`src/rtl/hazard_forward_unit_if.sv`:
```
// rtl/hazard_forward_unit_if.sv - pipeline-side signal bundle for the hazard/forwarding unit
interface hazard_forward_if #(
  parameter int ADDR_W  = 5,
  parameter int NUM_SRC = 2
);
  logic [NUM_SRC*ADDR_W-1:0] id_src;
  logic [NUM_SRC*ADDR_W-1:0] ex_src;
  logic [ADDR_W-1:0]         idex_rd;
  logic                      idex_reg_write;
  logic                      idex_mem_read;
  logic [ADDR_W-1:0]         exmem_rd;
  logic                      exmem_reg_write;
  logic [ADDR_W-1:0]         memwb_rd;
  logic                      memwb_reg_write;
  logic                      flush;
  logic                      clear_stats;
  logic [2*NUM_SRC-1:0]      fwd_sel;
  logic [NUM_SRC-1:0]        id_bypass;
  logic                      stall;
  logic                      bubble;
  logic [15:0]               stall_cycles;

  modport master (
    output id_src, ex_src, idex_rd, idex_reg_write, idex_mem_read,
           exmem_rd, exmem_reg_write, memwb_rd, memwb_reg_write,
           flush, clear_stats,
    input  fwd_sel, id_bypass, stall, bubble, stall_cycles
  );

  modport slave (
    input  id_src, ex_src, idex_rd, idex_reg_write, idex_mem_read,
           exmem_rd, exmem_reg_write, memwb_rd, memwb_reg_write,
           flush, clear_stats,
    output fwd_sel, id_bypass, stall, bubble, stall_cycles
  );
endinterface

```
`src/rtl/hazard_forward_unit.sv`:
```
// rtl/hazard_forward_unit.sv - operand forwarding, WB bypass and load-use stall control
module hazard_forward_unit #(
  parameter int ADDR_W   = 5,
  parameter int NUM_SRC  = 2,
  parameter int LOAD_LAT = 1
) (
  input  logic             clk,
  input  logic             reset,
  hazard_forward_if.slave  bus
);
  typedef enum logic {IDLE, HOLD} state_t;

  localparam logic [2:0] HOLD_INIT = 3'(LOAD_LAT - 1);

  state_t            state;
  logic [2:0]        cnt;
  logic [15:0]       stats;
  logic              hz;
  logic              stall_int;
  logic [ADDR_W-1:0] src_ex;
  logic [ADDR_W-1:0] src_id;

  // EX/MEM is checked first so the newest producer always wins
  always_comb begin
    bus.fwd_sel   = '0;
    bus.id_bypass = '0;
    hz            = 1'b0;
    src_ex        = '0;
    src_id        = '0;
    for (int i = 0; i < NUM_SRC; i++) begin
      src_ex = bus.ex_src[i*ADDR_W +: ADDR_W];
      src_id = bus.id_src[i*ADDR_W +: ADDR_W];
      if (bus.exmem_reg_write && (bus.exmem_rd != '0) && (bus.exmem_rd == src_ex))
        bus.fwd_sel[2*i +: 2] = 2'b10;
      else if (bus.memwb_reg_write && (bus.memwb_rd != '0) && (bus.memwb_rd == src_ex))
        bus.fwd_sel[2*i +: 2] = 2'b01;
      bus.id_bypass[i] = bus.memwb_reg_write && (bus.memwb_rd != '0) && (bus.memwb_rd == src_id);
      if (bus.idex_mem_read && bus.idex_reg_write && (bus.idex_rd != '0) && (bus.idex_rd == src_id))
        hz = 1'b1;
    end
  end

  // Reset and flush both suppress the stall in the very cycle they are seen
  assign stall_int        = !reset && !bus.flush && ((state == HOLD) || hz);
  assign bus.stall        = stall_int;
  assign bus.bubble       = stall_int;
  assign bus.stall_cycles = stats;

  always_ff @(posedge clk) begin
    if (reset) begin
      state <= IDLE;
      cnt   <= 3'd0;
      stats <= 16'd0;
    end else begin
      case (state)
        IDLE: begin
          if (!bus.flush && hz && (LOAD_LAT > 1)) begin
            state <= HOLD;
            cnt   <= HOLD_INIT;
          end
        end
        HOLD: begin
          if (bus.flush || (cnt <= 3'd1)) begin
            state <= IDLE;
            cnt   <= 3'd0;
          end else begin
            cnt <= cnt - 3'd1;
          end
        end
        default: begin
          state <= IDLE;
          cnt   <= 3'd0;
        end
      endcase
      if (bus.clear_stats)
        stats <= 16'd0;
      else if (stall_int && (stats != 16'hFFFF))
        stats <= stats + 16'd1;
    end
  end
endmodule

```
`src/flat_wrapper.sv`:
```
// flat-port wrapper written by rule: the top's interface ports become plain ports
module hazard_forward_unit_flat 
#(
  parameter int ADDR_W   = 5,
  parameter int NUM_SRC  = 2,
  parameter int LOAD_LAT = 1
)
  (clk, reset, bus_id_src, bus_ex_src, bus_idex_rd, bus_idex_reg_write, bus_idex_mem_read, bus_exmem_rd, bus_exmem_reg_write, bus_memwb_rd, bus_memwb_reg_write, bus_flush, bus_clear_stats, bus_fwd_sel, bus_id_bypass, bus_stall, bus_bubble, bus_stall_cycles);
  hazard_forward_if #(.ADDR_W(ADDR_W), .NUM_SRC(NUM_SRC)) bus_i ();
  input  logic clk;
  input  logic reset;
  input wire logic [$bits(bus_i.id_src)-1:0] bus_id_src;
  input wire logic [$bits(bus_i.ex_src)-1:0] bus_ex_src;
  input wire logic [$bits(bus_i.idex_rd)-1:0] bus_idex_rd;
  input wire logic [$bits(bus_i.idex_reg_write)-1:0] bus_idex_reg_write;
  input wire logic [$bits(bus_i.idex_mem_read)-1:0] bus_idex_mem_read;
  input wire logic [$bits(bus_i.exmem_rd)-1:0] bus_exmem_rd;
  input wire logic [$bits(bus_i.exmem_reg_write)-1:0] bus_exmem_reg_write;
  input wire logic [$bits(bus_i.memwb_rd)-1:0] bus_memwb_rd;
  input wire logic [$bits(bus_i.memwb_reg_write)-1:0] bus_memwb_reg_write;
  input wire logic [$bits(bus_i.flush)-1:0] bus_flush;
  input wire logic [$bits(bus_i.clear_stats)-1:0] bus_clear_stats;
  output wire logic [$bits(bus_i.fwd_sel)-1:0] bus_fwd_sel;
  output wire logic [$bits(bus_i.id_bypass)-1:0] bus_id_bypass;
  output wire logic [$bits(bus_i.stall)-1:0] bus_stall;
  output wire logic [$bits(bus_i.bubble)-1:0] bus_bubble;
  output wire logic [$bits(bus_i.stall_cycles)-1:0] bus_stall_cycles;
  assign bus_i.id_src = bus_id_src;
  assign bus_i.ex_src = bus_ex_src;
  assign bus_i.idex_rd = bus_idex_rd;
  assign bus_i.idex_reg_write = bus_idex_reg_write;
  assign bus_i.idex_mem_read = bus_idex_mem_read;
  assign bus_i.exmem_rd = bus_exmem_rd;
  assign bus_i.exmem_reg_write = bus_exmem_reg_write;
  assign bus_i.memwb_rd = bus_memwb_rd;
  assign bus_i.memwb_reg_write = bus_memwb_reg_write;
  assign bus_i.flush = bus_flush;
  assign bus_i.clear_stats = bus_clear_stats;
  assign bus_fwd_sel = bus_i.fwd_sel;
  assign bus_id_bypass = bus_i.id_bypass;
  assign bus_stall = bus_i.stall;
  assign bus_bubble = bus_i.bubble;
  assign bus_stall_cycles = bus_i.stall_cycles;
  hazard_forward_unit #(.ADDR_W(ADDR_W), .NUM_SRC(NUM_SRC), .LOAD_LAT(LOAD_LAT)) u_core (.clk(clk), .reset(reset), .bus(bus_i));
endmodule
```
`config.mk`:
```
export PLATFORM = sky130hd
export DESIGN_NAME = hazard_forward_unit_flat
export DESIGN_NICKNAME = d
export VERILOG_FILES = /design/src/rtl/hazard_forward_unit_if.sv /design/src/rtl/hazard_forward_unit.sv /design/src/flat_wrapper.sv
export SDC_FILE = /design/constraint.sdc
export NUM_CORES = 1
export LEC_CHECK = 0
export BUFFER_PORTS_ARGS = -buffer_cell sky130_fd_sc_hd__buf_4
export CORE_MARGIN = 3
export CORE_UTILIZATION = 48
export DETAILED_ROUTE_END_ITERATION = 7
export PLACE_DENSITY = 0.81
export SETUP_SLACK_MARGIN = 0.1
export SLEW_MARGIN = 20
export SYNTH_ARGS = -nofsm -noshare
export SYNTH_HDL_FRONTEND = slang
export SYNTH_SLANG_ARGS = --single-unit
```
`constraint.sdc`:
```
create_clock -name clk -period 2.64 [get_ports clk]
set_input_delay 0.396 -clock clk [delete_from_list [all_inputs] [get_ports clk]]
set_output_delay 0.396 -clock clk [all_outputs]
set_load 0.02 [all_outputs]
```
==> results of run 1 <==
[path summary, 6_finish.rpt]
kind | from | end | slack [ns] | depth (start not counted)
hold / removal | bus_clear_stats | u_core.bus.stall_cycles[11] | 0.40 | 3
setup reg to reg | u_core.bus.stall_cycles[0] | u_core.bus.stall_cycles[14] | 0.48 | 7
hold reg to reg | u_core.cnt[1] | u_core.cnt[1] | 0.49 | 2
setup / recovery | bus_idex_rd[0] | bus_bubble | 0.35 | 7
[stage by stage]
step                instance area (um2)  instances  power [mW]  worst slack [ns]
floorplan                          1550        189       0.384             0.231
global placement                   2040        291       0.458             0.352
detailed placement                 2040        291       0.460             0.336
CTS                                2080        295       0.640             0.328
global route                       2080        295       0.658             0.206
finish                             2080        295       0.634             0.348
[Yosys cell counts (2+ instances only)]
| master | count | share of area [%] |
|---|---|---|
| sky130_fd_sc_hd__dfxtp_1 | 20 | 26 |
| sky130_fd_sc_hd__o21a_1 | 2 | 0.97 |
| sky130_fd_sc_hd__o21ai_1 | 8 | 2.6 |
| sky130_fd_sc_hd__nand4_1 | 4 | 1.6 |
| sky130_fd_sc_hd__and3_1 | 3 | 1.2 |
| sky130_fd_sc_hd__o31a_1 | 2 | 1.1 |
| sky130_fd_sc_hd__nand3_1 | 12 | 3.9 |
| sky130_fd_sc_hd__a21oi_1 | 11 | 3.5 |
| sky130_fd_sc_hd__xnor2_1 | 23 | 13 |
| sky130_fd_sc_hd__o211ai_1 | 2 | 0.97 |
| sky130_fd_sc_hd__or3_1 | 7 | 2.8 |
| sky130_fd_sc_hd__nand2_1 | 11 | 2.7 |
| sky130_fd_sc_hd__buf_6 | 2 | 1.5 |
| sky130_fd_sc_hd__o21ai_0 | 4 | 1.3 |
| sky130_fd_sc_hd__xor2_1 | 20 | 11 |
| sky130_fd_sc_hd__nor4_1 | 8 | 3.2 |
| sky130_fd_sc_hd__nor2_1 | 10 | 2.4 |
| sky130_fd_sc_hd__ha_1 | 3 | 2.4 |
| sky130_fd_sc_hd__inv_1 | 8 | 1.9 |
| sky130_fd_sc_hd__clkbuf_1 | 5 | 1.2 |
| sky130_fd_sc_hd__or4_1 | 8 | 3.9 |
[power by group through the flow]
stage                     logic, mW  clock network, mW  registers, mW
after floorplan              0.0755                  0          0.309
after global placement        0.149                  0          0.309
after detailed placement      0.151                  0          0.309
after CTS                     0.152              0.186          0.302
after global routing          0.165              0.191          0.302
final                         0.152              0.181          0.302
[state kept, by name (all words and copies together) (netlist names)]
register,flops
u_core.state,1
u_core.bus.stall_cycles,16
u_core.cnt,3
[worst register-to-register path, delay by kind of cell (launching register included)]
| family | cells | cell delay, ns |
|---|---|---|
| and+or+nand+nor | 2 | 0.76 |
| adders and majority gates | 1 | 0.26 |
| buffers and inverters | 1 | 0.22 |
| AOI/OAI and AO/OA | 3 | 0.48 |
| DFF | 1 | 0.39 |
[layout make-up]
cell class | count | area share (%)
repair buffers | 67 | 24.2
inverters | 8 | 1.45
well taps | 44 | 2.65
flip-flops and latches | 20 | 19.3
multi-input cells | 152 | 50.7
clock buffers | 4 | 1.75
[routing by layer]
| metal | vias up | track usage, % | part of all wire, % |
|---|---|---|---|
| met5 | - | 0 | 0 |
| met4 | 0 | 8.26 | 2.3 |
| met3 | 10 | 4.32 | 6.8 |
| met2 | 54 | 34.8 | 49 |
| met1 | 688 | 23.5 | 42 |
| li1 | 798 | - | - |
[cell families (layout without fill, tap and decap cells)]
group	after synthesis	in the layout	synth area share [%]
XOR/XNOR	43	43	24.3
multiplexers	1	1	0.645
flip-flops	20	20	25.8
AND/OR/NAND/NOR	69	69	24.6
AO/OA/AOI/OAI	36	36	15.9
adder cells (fa/ha/maj)	3	3	2.42
buffers and inverters	17	79	6.37
==> insert_results.sql, run 1 <==
INSERT INTO impl_metrics (metric_group, metric, value, unit) VALUES
('placed_design', 'numPortBuffers', '66', ''),
('clock_tree', 'clock_sinks', '20', ''),
('worst_setup_path', 'crit_path_start_kind', 'input pin', ''),
('floorplanning', 'num_rows', '20', ''),
('power', 'leakagePower', '0.846', 'nW'),
('flow_run', 'max-cap-violations', '0', ''),
('worst_setup_path', 'path_buf_inv', '4', ''),
('clock_tree', 'cts-buffers-inserted', '3', ''),
('drt', 'viasPerCell', '5.25', ''),
('floorplanning', 'io-pin-count', '67', ''),
('power', 'pwr-share-comb', '23.9', '%'),
('floorplanning', 'die-width', '62.9', 'um'),
('timing', 'clock.fmax', '0.436', 'GHz'),
('timing', 'timing.final.hold_violations', '0', ''),
('final_layout', 'final_util', '67.5', '%'),
('clock_tree', 'clock_insertion_delay_worst_skew', '0.31', 'ns'),
('drt', 'drc', '0', ''),
('clock_tree', 'tritoncts', 'yes', ''),
('floorplanning', 'starting_density_of_the_core', '50.4', '%'),
('drt', 'route.detailed.wl_per_inst', '13.2', 'um'),
('power', 'intPower', '0.470', 'mW'),
('logic_synthesis', 'post_synth_num_cell_types', '37', ''),
('worst_setup_path', 'worst_path_largest_cell_delay', '0.56', 'ns'),
('worst_setup_path', 'critical_path.cell_chain', 'buf_4 > or4_1 > o2111ai_2 > inv_1 > a21oi_1 > inv_1 > buf_4', ''),
('drt', 'dr_total_vias', '1550', ''),
('timing', 'slew_headroom', '75.5', '%'),
('timing', 'min_period', '2.29', 'ns'),
('final_layout', 'post_route_cells_drive_above_1_share', '30.3', '%'),
('logic_synthesis', 'postSynthRegisterBits', '20', ''),
('power', 'max-vdd-ir-drop', '0.000167', 'V'),
('worst_setup_path', 'cp_data_arrival_time', '1.90', 'ns'),
('global_routing', 'all_layer_gr_usage', '20.0', '%'),
('timing', 'setup-violations-final', '0', ''),
('placed_design', 'detailedPlacementHpwl', '3.21', 'mm'),
('final_layout', 'area_growth', '33.9', '%'),
('final_layout', 'multi_input_area', '1050', 'um2'),
('timing', 'final_max_slew_viol_count', '0', ''),
('clock_tree', 'cts_root_buf', 'sky130_fd_sc_hd__clkbuf_4', ''),
('logic_synthesis', 'synth-seq-area-share', '25.8', '%'),
('worst_setup_path', 'crit_required', '2.24', 'ns'),
('logic_synthesis', 'avg_inst_size_synth', '8.21', 'um2'),
('logic_synthesis', 'synth_edf_count', '0', ''),
('power', 'p_clk_share', '28.5', '%'),
('floorplanning', 'floorplan.die.height', '62.9', 'um'),
('global_routing', 'grt_antenna_before_repair', '0', ''),
('final_layout', 'final_cell_mix', 'sky130_fd_sc_hd__buf_4, sky130_fd_sc_hd__xnor2_1, sky130_fd_sc_hd__xor2_1, sky130_fd_sc_hd__dfxtp_1, sky130_fd_sc_hd__nand3_1', ''),
('logic_synthesis', 'yosys_most_used_dff', 'sky130_fd_sc_hd__dfxtp_1', ''),
('timing', 'grt_setup_unrepaired', 'no', ''),
('final_layout', 'final.fill_count', '272', ''),
('power', 'seqPwrFrac', '47.6', '%'),
('drt', 'postRouteWirelength', '3.89', 'mm'),
('global_routing', 'grt_pass1_wl', '6.49', 'mm'),
('global_routing', 'globalRouteOverflowTotal', '0', ''),
('logic_synthesis', 'syn_inst', '189', ''),
('timing', 'final.setup_skew', '0.00248', 'ns'),
('hold_path', 'hp-class', 'in -> reg', ''),
('worst_setup_path', 'crit_fanout', '4', ''),
('power', 'netSwitchingFraction', '25.9', '%'),
('clock_tree', 'htreeDepth', '1', ''),
('logic_synthesis', 'synth_warnings', '0', ''),
('timing', 'final_min_period_over_clock_period', '86.8', '%'),
('placed_design', 'gp_congestion', '0.841', ''),
('final_layout', 'ff_latch_area', '400', 'um2'),
('clock_tree', 'post_cts_hold_buffer_count', '0', ''),
('floorplanning', 'floorplan.die_area', '3950', 'um2'),
('clock_tree', 'clkSlewWorstSetupHoldPaths', '0.11', 'ns'),
('power', 'netSwitchingPower', '0.164', 'mW'),
('status', 'status', 'finished clean', ''),
('power', 'power.density', '305', 'nW/um2'),
('clock_tree', 'postCtsResizedCells', '0', ''),
('timing', 'transition_time_at_the_pin_with_the_least_slew_margin', '0.364', 'ns');
Note: power is estimated with default switching activity, not from simulation.
==> run 2, diff against run 1 <==
--- a/config.mk
+++ b/config.mk
@@ -7,9 +7,9 @@
 export LEC_CHECK = 0
 export BUFFER_PORTS_ARGS = -buffer_cell sky130_fd_sc_hd__buf_4
 export CORE_MARGIN = 3
-export CORE_UTILIZATION = 48
+export CORE_UTILIZATION = 51
 export DETAILED_ROUTE_END_ITERATION = 7
-export PLACE_DENSITY = 0.81
+export PLACE_DENSITY = 0.85
 export SETUP_SLACK_MARGIN = 0.1
 export SLEW_MARGIN = 20
 export SYNTH_ARGS = -nofsm -noshare
==> constraint.sdc (replaced) <==
create_clock -name clk -period 2.66 [get_ports clk]
set_input_delay 0.399 -clock clk [delete_from_list [all_inputs] [get_ports clk]]
set_output_delay 0.399 -clock clk [all_outputs]
set_load 0.02 [all_outputs]
==> run 2 against run 1 <==
Net effect:
- clock-buffer cell count down 1
- critical endpoint is now bus_fwd_sel[0]
- largest power group unchanged
- first-iteration DRC count down 7.2%
- sequential power about the same
==> insert_results.sql, run 2 (synthesis gave the netlist of run 1 again) <==
INSERT INTO impl_metrics (metric_group, metric, value, unit) VALUES
('timing', 'setup-violations-final', '0', ''),
('final_layout', 'layout_commonest_cell', 'sky130_fd_sc_hd__buf_4', ''),
('hold_path', 'holdPathStages', '3', ''),
('clock_tree', 'ctsLongestPathBuffers', '2', ''),
('global_routing', 'grt_antenna_before_repair', '0', ''),
('global_routing', 'first_global_vias', '1435', ''),
('floorplanning', 'die-width', '61.2', 'um'),
('worst_setup_path', 'path_buf_inv', '2', ''),
('worst_setup_path', 'cp_slowest_cell', 'sky130_fd_sc_hd__or4_1', ''),
('final_layout', 'largest_reg_flops', '16', ''),
('power', 'power.density', '337', 'nW/um2'),
('global_routing', 'largest_net_degree_at_the_start_of_global_routing', '21', ''),
('timing', 'final_min_period_over_clock_period', '86.8', '%'),
('drt', 'postRouteWirelength', '3.90', 'mm'),
('flow_run', 'max-cap-violations', '0', ''),
('drt', 'viasPerCell', '5.66', ''),
('drt', 'route.detailed.wl_per_inst', '13.8', 'um'),
('clock_tree', 'clock_sinks', '20', ''),
('worst_setup_path', 'timing.critical_path.depth', '6', ''),
('worst_setup_path', 'timing.setup.critical_path_class', 'in -> out', ''),
('drt', 'detailedRoute.firstPassIterationCount', '4', ''),
('floorplanning', 'floorplan.die.height', '61.2', 'um'),
('clock_tree', 'tritoncts', 'yes', ''),
('power', 'max-vdd-ir-drop', '0.000184', 'V'),
('worst_setup_path', 'ff2ff_path_depth', '7', ''),
('clock_tree', 'clkSlewWorstSetupHoldPaths', '0.13', 'ns'),
('global_routing', 'all_layer_gr_usage', '21.7', '%'),
('timing', 'slew_headroom', '74.6', '%'),
('final_layout', 'final_cell_mix', 'sky130_fd_sc_hd__buf_4, sky130_fd_sc_hd__xnor2_1, sky130_fd_sc_hd__xor2_1, sky130_fd_sc_hd__dfxtp_1, sky130_fd_sc_hd__nand3_1', ''),
('placed_design', 'gp_congestion', '0.869', ''),
('timing', 'final.setup_skew', '0.0118', 'ns'),
('worst_setup_path', 'critPathLaunch', 'bus_exmem_rd[1]', ''),
('timing', 'grt_setup_unrepaired', 'no', ''),
('power', 'power', '0.704', 'mW'),
('final_layout', 'area_growth', '34.7', '%'),
('worst_setup_path', 'critical_path.cell_chain', 'buf_4 > or4_1 > o21ai_0 > nor4_1 > nor4_1 > buf_4', ''),
('timing', 'timing.final.hold_violations', '0', ''),
('placed_design', 'place.detailed.instances', '278', ''),
('final_layout', 'antenna_cells_inserted', '0', ''),
('worst_setup_path', 'endpoint_kind', 'output pin', ''),
('drt', 'dr_total_vias', '1595', ''),
('final_layout', 'final_cell_count_no_fill', '282', ''),
('drt', 'drc', '0', ''),
('drt', 'dr.first_iter.drc_count', '64', ''),
('clock_tree', 'cts_root_buf', 'sky130_fd_sc_hd__clkbuf_4', ''),
('worst_setup_path', 'crit_path_start_kind', 'input pin', ''),
('floorplanning', 'num_rows', '19', ''),
('clock_tree', 'cts-buffers-inserted', '3', ''),
('power', 'leakagePower', '0.859', 'nW'),
('floorplanning', 'floorplan.die_area', '3740', 'um2'),
('worst_setup_path', 'crit_required', '2.26', 'ns'),
('clock_tree', 'post_cts_hold_buffer_count', '0', ''),
('final_layout', 'final_nets', '298', ''),
('timing', 'clock.fmax', '0.433', 'GHz'),
('timing', 'finalSetupTns', '0', 'ns'),
('clock_tree', 'htreeDepth', '1', ''),
('floorplanning', 'starting_density_of_the_core', '54.8', '%'),
('clock_tree', 'cts_setup_buffers', '0', ''),
('floorplanning', 'coreArea', '2830', 'um2'),
('final_layout', 'final.fill_count', '237', ''),
('global_routing', 'globalRouteOverflowTotal', '0', ''),
('hold_path', 'min-delay-start', 'bus_clear_stats', ''),
('worst_setup_path', 'worst_path_largest_cell_delay', '0.50', 'ns'),
('global_routing', 'grt_pass1_wl', '6.25', 'mm'),
('clock_tree', 'postCtsResizedCells', '0', ''),
('hold_path', 'hp-class', 'in -> reg', ''),
('placed_design', 'numPortBuffers', '66', ''),
('final_layout', 'post_route_cells_drive_above_1_share', '30.3', '%'),
('status', 'status', 'finished clean', ''),
('worst_setup_path', 'family_with_the_most_delay_on_the_worst_path', 'simple AND/OR/NAND/NOR gates', ''),
('drt', 'drtAntennaViolNets', '0', ''),
('worst_setup_path', 'cp_data_arrival_time', '1.91', 'ns'),
('clock_tree', 'clock_insertion_delay_worst_skew', '0.32', 'ns'),
('timing', 'min_period', '2.31', 'ns'),
('timing', 'transition_time_at_the_pin_with_the_least_slew_margin', '0.378', 'ns'),
('worst_setup_path', 'critical_path.reg2reg.startpoint', 'u_core.bus.stall_cycles[0]', ''),
('worst_setup_path', 'crit_fanout', '3', ''),
('floorplanning', 'io-pin-count', '67', ''),
('placed_design', 'detailedPlacementHpwl', '3.22', 'mm'),
('timing', 'final_max_slew_viol_count', '0', '');
==> run 2: area by class of cell <==
type                       count  area [um2]  share of cell area (%)
tap                           31        38.8                    1.86
sequential                    20         400                    19.2
timing repair buffer          67         515                    24.7
clock buffer                   3        22.5                    1.08
clock inverter                 1        30.0                    1.44
multi-input combinational    152        1050                    50.4
inverter                       8        30.0                    1.44
==> run 2: worst min-delay path: cells and delay by family <==
family          cells  cell delay, ns
simple gates        1            0.08
buf+inv             1            0.08
compound gates      1            0.11
==> run 2: through the flow <==
stage	worst slack [ns]	utilization, %	hold slack [ns]	cell area [um2]
floorplan	0.245	-	0.456	1550
global placement	0.398	72.0	0.467	2040
detailed placement	0.347	72.0	0.497	2040
CTS	0.353	73.9	0.380	2090
global route	0.228	73.9	0.410	2090
finish	0.350	73.9	0.377	2090
==> run 2: report_power, final <==
group          switching (mW)  internal [mW]  total [mW]  leakage, nW
combinational          0.0670         0.0832       0.150        0.670
sequential          0.0000589          0.299       0.300        0.161
clock                   0.102          0.153       0.255       0.0279
==> run 2: path summary, 6_finish.rpt <==
check	end	slack (ns)
worst min register to register	u_core.cnt[1]	0.51
worst min-delay path	u_core.bus.stall_cycles[9]	0.38
worst max-delay path	bus_fwd_sel[0]	0.35
worst max register to register	u_core.bus.stall_cycles[14]	0.48
==> run 2: routing by layer <==
layer	GRT usage (%)	up-vias	routed length (um)
met3	4.40	7	239
li1	-	797	-
met4	6.50	0	68
met1	29.6	740	1720
met5	0	-	0
met2	34.4	51	1860
==> run 3, diff against run 2 <==
==> constraint.sdc (replaced) <==
create_clock -name clk -period 2.66 [get_ports clk]
set_input_delay 0.133 -clock clk [delete_from_list [all_inputs] [get_ports clk]]
set_output_delay 0.133 -clock clk [all_outputs]
set_load 0.02 [all_outputs]
==> run 3 against run 2 <==
Net effect:
- sequential power hardly changed
- critical endpoint is now u_core.bus.stall_cycles[1]
- worst setup slack better by 0.11 ns
- clock-buffer cell count is 1 higher
- flip-flop and latch count stayed put
- die area stayed put
- critical path depth stayed put
- fmax is 5.2% higher
- register-to-register slack worse by 0.02 ns
- largest cell class unchanged
- largest power group unchanged
- non-clock buffer count is 1 lower
- first-iteration DRC count is 89% higher
- combinational power hardly changed
- final cell count is 0.35% lower
==> insert_results.sql, run 3 (synthesis gave the netlist of run 1 again) <==
INSERT INTO impl_metrics (metric_group, metric, value, unit) VALUES
('global_routing', 'globalRouteOverflowTotal', '0', ''),
('drt', 'viasPerCell', '5.68', ''),
('timing', 'setup-violations-final', '0', ''),
('power', 'max-vdd-ir-drop', '0.000315', 'V'),
('floorplanning', 'die-width', '61.2', 'um'),
('drt', 'drtAntennaViolNets', '0', ''),
('worst_setup_path', 'r2r_slack', '0.46', 'ns'),
('hold_path', 'holdPathStages', '3', ''),
('clock_tree', 'ctsLongestPathBuffers', '2', ''),
('hold_path', 'hold-path-endpoint', 'u_core.bus.stall_cycles[9]', ''),
('clock_tree', 'postCtsResizedCells', '0', ''),
('clock_tree', 'htreeDepth', '1', ''),
('clock_tree', 'clock_insertion_delay_worst_skew', '0.29', 'ns'),
('timing', 'finalSetupTns', '0', 'ns'),
('final_layout', 'layout_commonest_cell', 'sky130_fd_sc_hd__buf_4', ''),
('placed_design', 'gp_congestion', '0.825', ''),
('worst_setup_path', 'crit_fanout', '27', ''),
('power', 'power.density', '303', 'nW/um2'),
('worst_setup_path', 'cp_slowest_cell', 'sky130_fd_sc_hd__a22oi_4', ''),
('timing', 'slew_headroom', '57.6', '%'),
('power', 'leakagePower', '0.841', 'nW'),
('power', 'netSwitchingPower', '0.156', 'mW'),
('worst_setup_path', 'critPathLaunch', 'u_core.bus.stall_cycles[0]', ''),
('placed_design', 'numPortBuffers', '66', ''),
('final_layout', 'largest_reg_flops', '16', ''),
('hold_path', 'min-delay-start', 'bus_clear_stats', ''),
('clock_tree', 'cts_root_buf', 'sky130_fd_sc_hd__clkbuf_4', ''),
('drt', 'drc', '0', ''),
('global_routing', 'grt_antenna_before_repair', '0', ''),
('final_layout', 'area_growth', '32.3', '%'),
('global_routing', 'grt_pass1_wl', '6.48', 'mm'),
('final_layout', 'final.fill_count', '221', ''),
('power', 'netSwitchingFraction', '25.1', '%'),
('global_routing', 'largest_net_degree_at_the_start_of_global_routing', '28', ''),
('worst_setup_path', 'critical_path.reg2reg.startpoint', 'u_core.bus.stall_cycles[0]', ''),
('timing', 'grt_setup_unrepaired', 'no', ''),
('placed_design', 'detailedPlacementHpwl', '3.25', 'mm'),
('drt', 'detailedRoute.firstPassIterationCount', '4', ''),
('final_layout', 'post_route_cells_drive_above_1_share', '30.0', '%'),
('floorplanning', 'floorplan.die_area', '3740', 'um2'),
('floorplanning', 'starting_density_of_the_core', '54.8', '%'),
('timing', 'final.setup_skew', '0.00311', 'ns'),
('worst_setup_path', 'ff2ff_path_depth', '6', ''),
('worst_setup_path', 'crit_path_start_kind', 'flop', ''),
('worst_setup_path', 'critical_path.cell_chain', 'ha_1 > and3_1 > nand4_1 > a22oi_4 > mux2i_1 > nor2_1', ''),
('timing', 'clock.fmax', '0.455', 'GHz'),
('timing', 'final_max_slew_viol_count', '0', ''),
('floorplanning', 'coreArea', '2830', 'um2'),
('timing', 'timing.final.hold_violations', '0', ''),
('flow_run', 'max-cap-violations', '0', ''),
('worst_setup_path', 'endpoint_kind', 'flop', ''),
('clock_tree', 'post_cts_hold_buffer_count', '0', ''),
('drt', 'dr.first_iter.drc_count', '121', ''),
('hold_path', 'hp-class', 'in -> reg', ''),
('floorplanning', 'floorplan.die.height', '61.2', 'um'),
('drt', 'postRouteWirelength', '3.91', 'mm'),
('global_routing', 'first_global_vias', '1509', ''),
('worst_setup_path', 'worstReg2RegEnd', 'u_core.bus.stall_cycles[1]', ''),
('power', 'intPower', '0.466', 'mW'),
('global_routing', 'all_layer_gr_usage', '22.2', '%'),
('worst_setup_path', 'crit_required', '2.85', 'ns'),
('worst_setup_path', 'worst_path_largest_cell_delay', '0.61', 'ns'),
('final_layout', 'final_nets', '297', ''),
('timing', 'setup_slack_after_layout', '0.463', 'ns'),
('final_layout', 'postLayoutCellArea', '2050', 'um2'),
('power', 'power', '0.622', 'mW'),
('final_layout', 'final_cell_mix', 'sky130_fd_sc_hd__buf_4, sky130_fd_sc_hd__xnor2_1, sky130_fd_sc_hd__xor2_1, sky130_fd_sc_hd__dfxtp_1, sky130_fd_sc_hd__nand3_1', ''),
('placed_design', 'dp_slack', '0.497', 'ns'),
('power', 'seqPwrFrac', '48.2', '%'),
('final_layout', 'antenna_cells_inserted', '0', ''),
('floorplanning', 'num_rows', '19', ''),
('drt', 'dr_total_vias', '1596', ''),
('floorplanning', 'io-pin-count', '67', ''),
('worst_setup_path', 'cp_data_arrival_time', '2.39', 'ns'),
('timing', 'final_min_period_over_clock_period', '82.6', '%'),
('power', 'pwr-share-comb', '24.1', '%'),
('placed_design', 'dpl-instance-area', '2020', 'um2'),
('power', 'p_clk_share', '27.8', '%'),
('status', 'status', 'finished clean', ''),
('clock_tree', 'clkSlewWorstSetupHoldPaths', '0.11', 'ns'),
('clock_tree', 'clock_sinks', '20', ''),
('timing', 'min_period', '2.20', 'ns'),
('drt', 'route.detailed.wl_per_inst', '13.9', 'um'),
('worst_setup_path', 'timing.setup.critical_path_class', 'reg -> reg', ''),
('clock_tree', 'tritoncts', 'yes', ''),
('timing', 'transition_time_at_the_pin_with_the_least_slew_margin', '0.636', 'ns'),
('clock_tree', 'cts-buffers-inserted', '3', ''),
('clock_tree', 'cts_setup_buffers', '0', '');
run 3: changes by cell type in the layout (fill, tap and decap cells not counted):
cell and change:
sky130_fd_sc_hd__bufinv_16 -1, sky130_fd_sc_hd__clkbuf_8 +1, sky130_fd_sc_hd__buf_12 -1
run 3: layer usage:
metal / vias up / wire length, um / global-route usage, %
met5: - / 0 / 0
met4: 0 / 75 / 6.19
met3: 8 / 218 / 4.40
met2: 53 / 1870 / 37.6
met1: 733 / 1750 / 28.5
li1: 802 / - / -
run 3: layout make-up:
| class | count | area [um2] | area share [%] |
|---|---|---|---|
| clock buffer | 4 | 36.3 | 1.77 |
| tap | 31 | 38.8 | 1.89 |
| timing repair buffer | 66 | 495 | 24.1 |
| sequential | 20 | 400 | 19.5 |
| multi-input combinational | 152 | 1050 | 51.2 |
| inverter | 8 | 30.0 | 1.46 |
run 3: worst max path at each step:
stage / endpoint / slack, ns
after global placement: u_core.bus.stall_cycles[1] / 0.57
final: u_core.bus.stall_cycles[1] / 0.46
after floorplan: u_core.bus.stall_cycles[1] / 0.59
after detailed placement: u_core.bus.stall_cycles[1] / 0.50
after global routing: u_core.bus.stall_cycles[1] / 0.22
after CTS: u_core.bus.stall_cycles[1] / 0.48
run 3: per-stage QoR:
step	utilization (%)	instances	hold slack, ns
2_1_floorplan	-	189	0.321
3_3_place_gp	71.3	277	0.460
3_5_place_dp	71.3	277	0.463
4_1_cts	72.6	281	0.139
5_1_grt	72.6	281	0.150
6_report	72.6	281	0.144
run 3: critical path: cells and delay by family, from the launching register on:
kind	cells	cell delay [ns]
simple gates	3	0.52
flops	1	0.45
fa+ha+maj	1	0.26
compound gates	1	0.61
mux	1	0.25
run 3: power by group through the flow:
| stage | Clock [mW] | Sequential [mW] | Combinational [mW] |
|---|---|---|---|
| 3_3_place_gp | 0 | 0.306 | 0.147 |
| 5_1_grt | 0.189 | 0.300 | 0.164 |
| 4_1_cts | 0.178 | 0.299 | 0.150 |
| 6_report | 0.173 | 0.299 | 0.150 |
| 2_1_floorplan | 0 | 0.306 | 0.0749 |
| 3_5_place_dp | 0 | 0.306 | 0.149 |
